<file path="src/rtl/secp256k1_add_mod.sv">
// secp256k1_add_mod: modular addition over the secp256k1 field prime.
// Operands are processed as four 64-bit limbs, least significant first.
// Phase one forms s = a + b and phase two forms t = s - P. FINAL then
// returns t or s depending on the top carry and the final borrow.
//
// state | meaning
// IDLE  | waiting for start; busy low
// ADD   | s[i] = a[i] + b[i] + carry, one limb per edge
// SUB   | t[i] = s[i] - P[i] - borrow, one limb per edge
// FINAL | select t or s into result, pulse done, return to IDLE
module secp256k1_add_mod #(
   parameter logic [255:0] P =
      256'hFFFFFFFFFFFFFFFFFFFFFFFFFFFFFFFFFFFFFFFFFFFFFFFFFFFFFFFEFFFFFC2F
) (
   input  logic         clk,
   input  logic         rst,
   input  logic         start,
   input  logic [255:0] a,
   input  logic [255:0] b,
   output logic [255:0] result,
   output logic         done,
   output logic         busy
);

   typedef enum logic [1:0] {
      IDLE  = 2'd0,
      ADD   = 2'd1,
      SUB   = 2'd2,
      FINAL = 2'd3
   } state_t;

   state_t         state_q, state_d;
   logic [1:0]     idx_q;
   logic           carry_q;
   logic           borrow_q;
   logic           c256_q;
   logic           bw_q;
   logic [255:0]   a_q, b_q;
   logic [255:0]   s_q, t_q;
   logic [255:0]   result_q;
   logic           done_q;

   logic [7:0]     lsb;
   logic [63:0]    a_limb, b_limb, s_limb, p_limb;
   logic [64:0]    add_sum;
   logic [64:0]    sub_diff;
   logic           last_limb;

   // Limb selection and the 65-bit add/subtract for the current index.
   always_comb begin
      lsb       = {idx_q, 6'd0};
      a_limb    = a_q[lsb +: 64];
      b_limb    = b_q[lsb +: 64];
      s_limb    = s_q[lsb +: 64];
      p_limb    = P[lsb +: 64];
      add_sum   = {1'b0, a_limb} + {1'b0, b_limb} + {64'd0, carry_q};
      sub_diff  = {1'b0, s_limb} - {1'b0, p_limb} - {64'd0, borrow_q};
      last_limb = (idx_q == 2'd3);
   end

   // State register.
   always_ff @(posedge clk) begin
      if (rst) begin
         state_q <= IDLE;
      end else begin
         state_q <= state_d;
      end
   end

   // Next-state logic.
   always_comb begin
      state_d = state_q;
      case (state_q)
         IDLE:    if (start) state_d = ADD;
         ADD:     if (last_limb) state_d = SUB;
         SUB:     if (last_limb) state_d = FINAL;
         FINAL:   state_d = IDLE;
         default: state_d = IDLE;
      endcase
   end

   // Outputs: busy is purely state based, result and done are registered.
   always_comb begin
      busy   = (state_q != IDLE);
      result = result_q;
      done   = done_q;
   end

   // Datapath: operand capture, limb-serial add and subtract, final select.
   always_ff @(posedge clk) begin
      if (rst) begin
         idx_q    <= 2'd0;
         carry_q  <= 1'b0;
         borrow_q <= 1'b0;
         c256_q   <= 1'b0;
         bw_q     <= 1'b0;
         a_q      <= '0;
         b_q      <= '0;
         s_q      <= '0;
         t_q      <= '0;
         result_q <= '0;
         done_q   <= 1'b0;
      end else begin
         done_q <= 1'b0;
         case (state_q)
            IDLE: begin
               if (start) begin
                  a_q     <= a;
                  b_q     <= b;
                  carry_q <= 1'b0;
                  idx_q   <= 2'd0;
               end
            end
            ADD: begin
               s_q[lsb +: 64] <= add_sum[63:0];
               carry_q        <= add_sum[64];
               if (last_limb) begin
                  c256_q   <= add_sum[64];
                  idx_q    <= 2'd0;
                  borrow_q <= 1'b0;
               end else begin
                  idx_q <= idx_q + 2'd1;
               end
            end
            SUB: begin
               t_q[lsb +: 64] <= sub_diff[63:0];
               borrow_q       <= sub_diff[64];
               if (last_limb) begin
                  bw_q  <= sub_diff[64];
                  idx_q <= 2'd0;
               end else begin
                  idx_q <= idx_q + 2'd1;
               end
            end
            FINAL: begin
               // A carry out of bit 255 or no borrow means s >= P.
               result_q <= (c256_q | ~bw_q) ? t_q : s_q;
               done_q   <= 1'b1;
            end
            default: ;
         endcase
      end
   end

endmodule

</file>
<file path="config.mk">
export PLATFORM = sky130hd
export DESIGN_NAME = secp256k1_add_mod
export DESIGN_NICKNAME = d
export VERILOG_FILES = /design/src/rtl/secp256k1_add_mod.sv
export SDC_FILE = /design/constraint.sdc
export NUM_CORES = 2
export LEC_CHECK = 0
export BUFFER_PORTS_ARGS = -buffer_cell sky130_fd_sc_hd__buf_2
export CAP_MARGIN = 20
export CORE_MARGIN = 8
export CORE_UTILIZATION = 40
export DETAILED_ROUTE_END_ITERATION = 7
export PLACE_DENSITY_LB_ADDON = 0.12
export SYNTH_ARGS = -nofsm -noshare
export SYNTH_HDL_FRONTEND = slang
export SYNTH_SLANG_ARGS = --single-unit
export TNS_END_PERCENT = 5
</file>
<file path="constraint.sdc">
create_clock -name clk -period 13.5 [get_ports clk]
set_input_delay 2.025 -clock clk [delete_from_list [all_inputs] [get_ports clk]]
set_output_delay 2.025 -clock clk [all_outputs]
set_load 0.03 [all_outputs]
</file>
## Yosys cells after proc, flatten, opt, wreduce, memory -nomap -nowiden

Cells that the tools add are included.

| storage, ports and cells | value |
|---|---|
| latch bits | 0 |
| bits in registers | 1289 |
| logic and storage cells | 62 |
| bits of input ports | 515 |
| RAM bits | 0 |
| ROM bits | 0 |
| memories | 0 |
| output and inout port bits | 258 |

| cells by class | value |
|---|---|
| multiply operators | 0 |
| bitwise operators | 2 |
| add/sub/neg operators | 6 |
| divide/modulo/power cells | 0 |
| order comparisons | 0 |
| reductions and logical operators | 13 |
| shift-type cells | 7 |
| eq/ne operators | 7 |
| muxes and demuxes | 15 |

Operator list:

| kind | count |
|---|---|
| $shiftx A256 B9 Y64 | 3 |
| $bwmux W256 | 2 |
| $shiftx A64 B10 Y256 | 2 |
| $mux W256 | 1 |
| $shift A64 B10 Y256 const A | 1 |
| $shiftx A256 B9 Y64 const A | 1 |
| $add A64 B64 Y65 | 1 |
| $add A65 B1 Y65 | 1 |
| $sub A64 B64 Y65 | 1 |
| $sub A65 B1 Y65 | 1 |
| $reduce_and A2 Y1 | 6 |
| $mux W2 | 5 |
| $neg A8 Y10 | 1 |
| $pmux W2 S4 | 1 |
| $reduce_bool A2 Y1 | 4 |
| $eq A2 B2 Y1 const B | 3 |
| $ne A2 B2 Y1 const B | 3 |
| $pmux W1 S2 | 2 |
| $pmux W2 S2 | 1 |
| $mux W1 | 3 |
| $reduce_and A3 Y1 | 1 |
| $add A2 B1 Y2 const B | 1 |
| $eq A2 B1 Y1 const B | 1 |
| $logic_not A2 Y1 | 1 |
| other kinds (3) | 3 |

## Depth between registers and ports, before layout

| logic depth | value |
|---|---|
| depth in word-level cells | 5 |
| gate-level depth with buffers | 21 |
| mapped depth without buffers | 17 |

## Worst setup path after synthesis

Ideal clock, no wire load.

| timing path | value |
|---|---|
| path kind | register to register |
| start | reg idx_q[0] |
| end | reg s_q[58] |
| cell stages (with the launch flop) | 18 |
| data required time | 13.378 ns |
| setup slack | 7.877 ns |
| arrival time | 5.501 ns |
| path buffers | 3 |
| period minus slack after synthesis | 5.623 ns |
| setup time | 0.122 ns |
| cell sequence | dfxtp_1 > buf_6 > clkbuf_1 > buf_1 > mux4_2 > fa_1 > fa_1 > a211oi_1 > o21bai_1 > a21oi_1 > o31a_1 > a211oi_1 > a21oi_1 > o21ai_0 > a221o_1 > a31oi_1 > nor4_1 > a221o_1 |

| between the ends | value |
|---|---|
| longest elaborated chain between the ends | 5 |
| elaborated cells between the ends (all ways) | 8 |
| those cells by class | add/sub (3); shift (4); mux (1) |

Ends and longest elaborated chain:

| what | line | text |
|---|---|---|
| start: declaration | 33 | `logic [1:0] idx_q;` |
| start signal: assignment | 122 | `idx_q <= idx_q + 2'd1;` |
| start signal: assignment | 132 | `idx_q <= idx_q + 2'd1;` |
| $shiftx A256 B9 Y64 (on tied branches) | 52, 53 |  |
| $add A64 B64 Y65 | 56 | `add_sum = {1'b0, a_limb} + {1'b0, b_limb} + {64'd0, carry_q};` |
| $add A65 B1 Y65 | 56 |  |
| $shiftx A64 B10 Y256 | 115 | `s_q[lsb +: 64] <= add_sum[63:0];` |
| $bwmux W256 * | 115 |  |
| end signal: indexed assignment | 115 |  |
| end: declaration | 39 | `logic [255:0] s_q, t_q;` |

Every way passes the cells marked *; elsewhere a longest branch is shown, timed or not.
A chain may end at the register's enable or synchronous reset.

## Final worst setup path

Ends and elaborated chain as after synthesis.

==> results.tsv <==
stage	metric	value	unit
setup_path	rr_startpoint	idx_q[0]$_SDFFE_PP0P_	
power	p_leak	0.0258	uW
setup_path	startpoint	idx_q[0]$_SDFFE_PP0P_	
power	p_clk_share	26.2	%
drt	via_per_inst	5.77	
timing	setup_viol	0	
global_route	grt_util_met3	5.01	%
timing	finalSetupTns	0	ps
setup_path	path_max_fanout	47	
drt	vias	53800	
yosys	async_flop_share	0	%
layout	nets	7934	
floorplanning	die_x	398	um
clock_tree	h-tree-depth	4	
yosys	syn_area	58300	um^2
worst_hold_path	min_path_type	flip-flop to flip-flop	
place	dp_slack	6080	ps
power	pwr-share-comb	43.7	%
global_route	grt_pass1_wl	340000	um
global_route	grtUsageMet2	43.3	%
timing	max_freq	136	MHz
clock_tree	cts_buffers	147	
floorplanning	die_h	398	um
yosys	yosys.area.top_type	dfxtp_1	
floorplanning	num_rows	140	
drt	avgRoutedWirePerCell	24.8	um
power	p_int	8720	uW
layout	layout-drive-gt1-share	17.7	%
layout	finalInstanceArea	68000	um^2
yosys	ys_seq_area_share	44.3	%
yosys	synth.distinct_cells	77	
setup_path	start_kind	flip-flop	
timing	hold_viol	0	
yosys	ys.warnings.count	0	
global_route	grt_pass1_vias	51700	
yosys	ys_ff_latch	1289	
global_route	grt_overflow	0	
run	max-cap-violations	0	
setup_path	crit_required	14170	ps
clock_tree	clock-sinks	1289	
yosys	syn_area_per_cell	8.48	um^2
yosys	syn_nets	7528	
setup_path	crit_type	flip-flop to flip-flop	
yosys	synth.most_common_cell	nand2_1	
drt	drt_iter0_drc	5666	
clock_tree	cts_tree	done	
floorplanning	initial_core_util	40.1	%
drt	totalWireLength	231000	um
yosys	synthCells	6874	
clock_tree	holdBufCountCts	0	
floorplanning	num_io_pins	773	
floorplanning	die_area	158000	um^2
power	switching_share	43.5	%
timing	clock_skew	27.2	ps
setup_path	crit_path_end_kind	flip-flop	
timing	min_period	7340	ps
timing	grt_setup_unrepaired	false	
drt	drt_pre_antenna_iters	6	
drt	drc	0	
power	seqPwrFrac	30.1	%
global_route	track_usage	27.9	%
clock_tree	cts_setup_buffers	0	
clock_tree	cts_resized	0	
yosys	synth_edf_count	0	
drt	ant_nets	0	
layout	post-route-util	46.8	%
timing	final_max_slew_viol_count	0	
layout	layout.cells.non_filler	9313	
setup_path	r2r_cells	15	
status	outcome	finished clean	
worst_hold_path	hold_start	b_q[205]$_SDFFE_PP0P_	
global_route	antenna_found_initial	13	
yosys	synth_commonest_cells	1693 x nand2_1, 1289 x dfxtp_1, 676 x nor2_1	
yosys	synth.area.top_cells	dfxtp_1 44%, nand2_1 11%, mux4_2 7.4%	
yosys	synth_ff_type	dfxtp_1	
setup_path	worstPathArrival	8010	ps
timing	fin_crit_sh	54.3	%
place	io_buffers	772	
global_route	gr-usage-met1	39.1	%
place	hpwl	161000	um
clock_tree	worstSkewPairLatency	790	ps
place	gp_congestion	0.908	
power	p_per_area	227	nW/um^2
place	dp_cells	9047	
yosys	synth_top_area_share	44.3	%
worst_hold_path	min_path_cells	2	
global_route	top_usage_layer	met2	
timing	tightest_slew	1320	ps
clock_tree	path_clk_slew	60	ps
timing	fin_ws	6160	ps
floorplanning	core	145000	um^2
place	post_dp_cell_area	63100	um^2
timing	slew_headroom	12.0	%
power	power.switching	6730	uW
power	irDropWorstVdd	0.130	mV
clock_tree	clock_path_buffers	3	
clock_tree	clockRootBuffer	clkbuf_16	
layout	area_delta_synth_final	16.8	%
global_route	grt_max_degree	234	
## cell families after synthesis
family / synth area share (%)
buffers and inverters: 4.40
adders and majority gates: 3.03
DFF: 44.3
xor gates and xnor gates: 1.65
and+or+nand+nor: 19.2
AOI/OAI and AO/OA: 19.9
muxes: 7.60
## state kept, by name, indices dropped and copies added, names as in the netlist
name      count
state_q       2
t_q         256
bw_q          1
a_q         256
c256_q        1
s_q         256
b_q         256
result      256
idx_q         2
borrow_q      1
carry_q       1
done          1
## cell usage in the layout (no fill, tap or decap), drive strengths merged, types with 6 or more instances in the layout
cell type,instances
a211oi,18
a21o,83
a21oi,665
a221o,12
a22o,79
a22oi,328
a311oi,258
a31oi,22
a32oi,7
and2,12
and3,23
buf,839
bufinv,7
clkbuf,221
clkinv,19
dfxtp,1289
ha,137
inv,105
mux2i,9
mux4,192
nand2,1693
nand2b,25
nand3,24
nand3b,69
nand4,48
nor2,676
nor2b,28
nor3,51
nor4,18
o211ai,24
o21a,13
o21ai,136
o21bai,26
o31a,6
o31ai,8
or2,11
or3,16
or4,20
xnor2,71
xor2,38
## worst max-delay path, cell delays in order (launching register included)
cell	delay (ps)
dfxtp_4	860
buf_4	760
buf_4	890
mux4_2	620
ha_1	430
a21oi_1	210
o21ai_0	220
o21bai_1	240
a211oi_1	550
o21ai_0	220
a221oi_1	290
o21ai_0	250
a221o_1	500
a31oi_1	630
nor4_1	110
a221o_1	290
## power groups by stage
stage | Sequential [uW] | Combinational, uW | Clock, uW
after detailed placement | 4730 | 6650 | 0
after global placement | 4720 | 6630 | 0
final | 4650 | 6750 | 4050
after CTS | 4650 | 6680 | 4120
after floorplan | 4770 | 4290 | 0
after global routing | 4710 | 7250 | 4280
## final timing paths
check,slack (ps),end
max,6160,s_q[58]$_SDFFE_PP0P_
min,450,b_q[205]$_SDFFE_PP0P_
max reg2reg,6160,s_q[58]$_SDFFE_PP0P_
min reg2reg,450,b_q[205]$_SDFFE_PP0P_
## stage by stage
stage / power, uW / hold WS (ps)
6_report: 15500 / 450
5_1_grt: 16200 / 467
3_5_place_dp: 11400 / 444
2_1_floorplan: 9060 / 425
3_3_place_gp: 11400 / 439
4_1_cts: 15500 / 452
## metal layers
metal / wire, um / part of all wire (%)
met2: 103000 / 44
met5: 13 / 0.0056
met1: 103000 / 45
met3: 17000 / 7.4
met4: 8000 / 3.5
## final cells by class
| type | count | area (um^2) |
|---|---|---|
| Fill cell | 14300 | 77200 |
| Multi-Input combinational cell | 4908 | 30100 |
| Sequential cell | 1289 | 25800 |
| Timing Repair Buffer | 839 | 4510 |
| Clock buffer | 221 | 4310 |
| Tap cell | 1917 | 2400 |
| Clock inverter | 40 | 553 |
| Inverter | 95 | 357 |
| Antenna cell | 4 | 10.0 |
No activity file was read; power rests on OpenSTA's default activity.
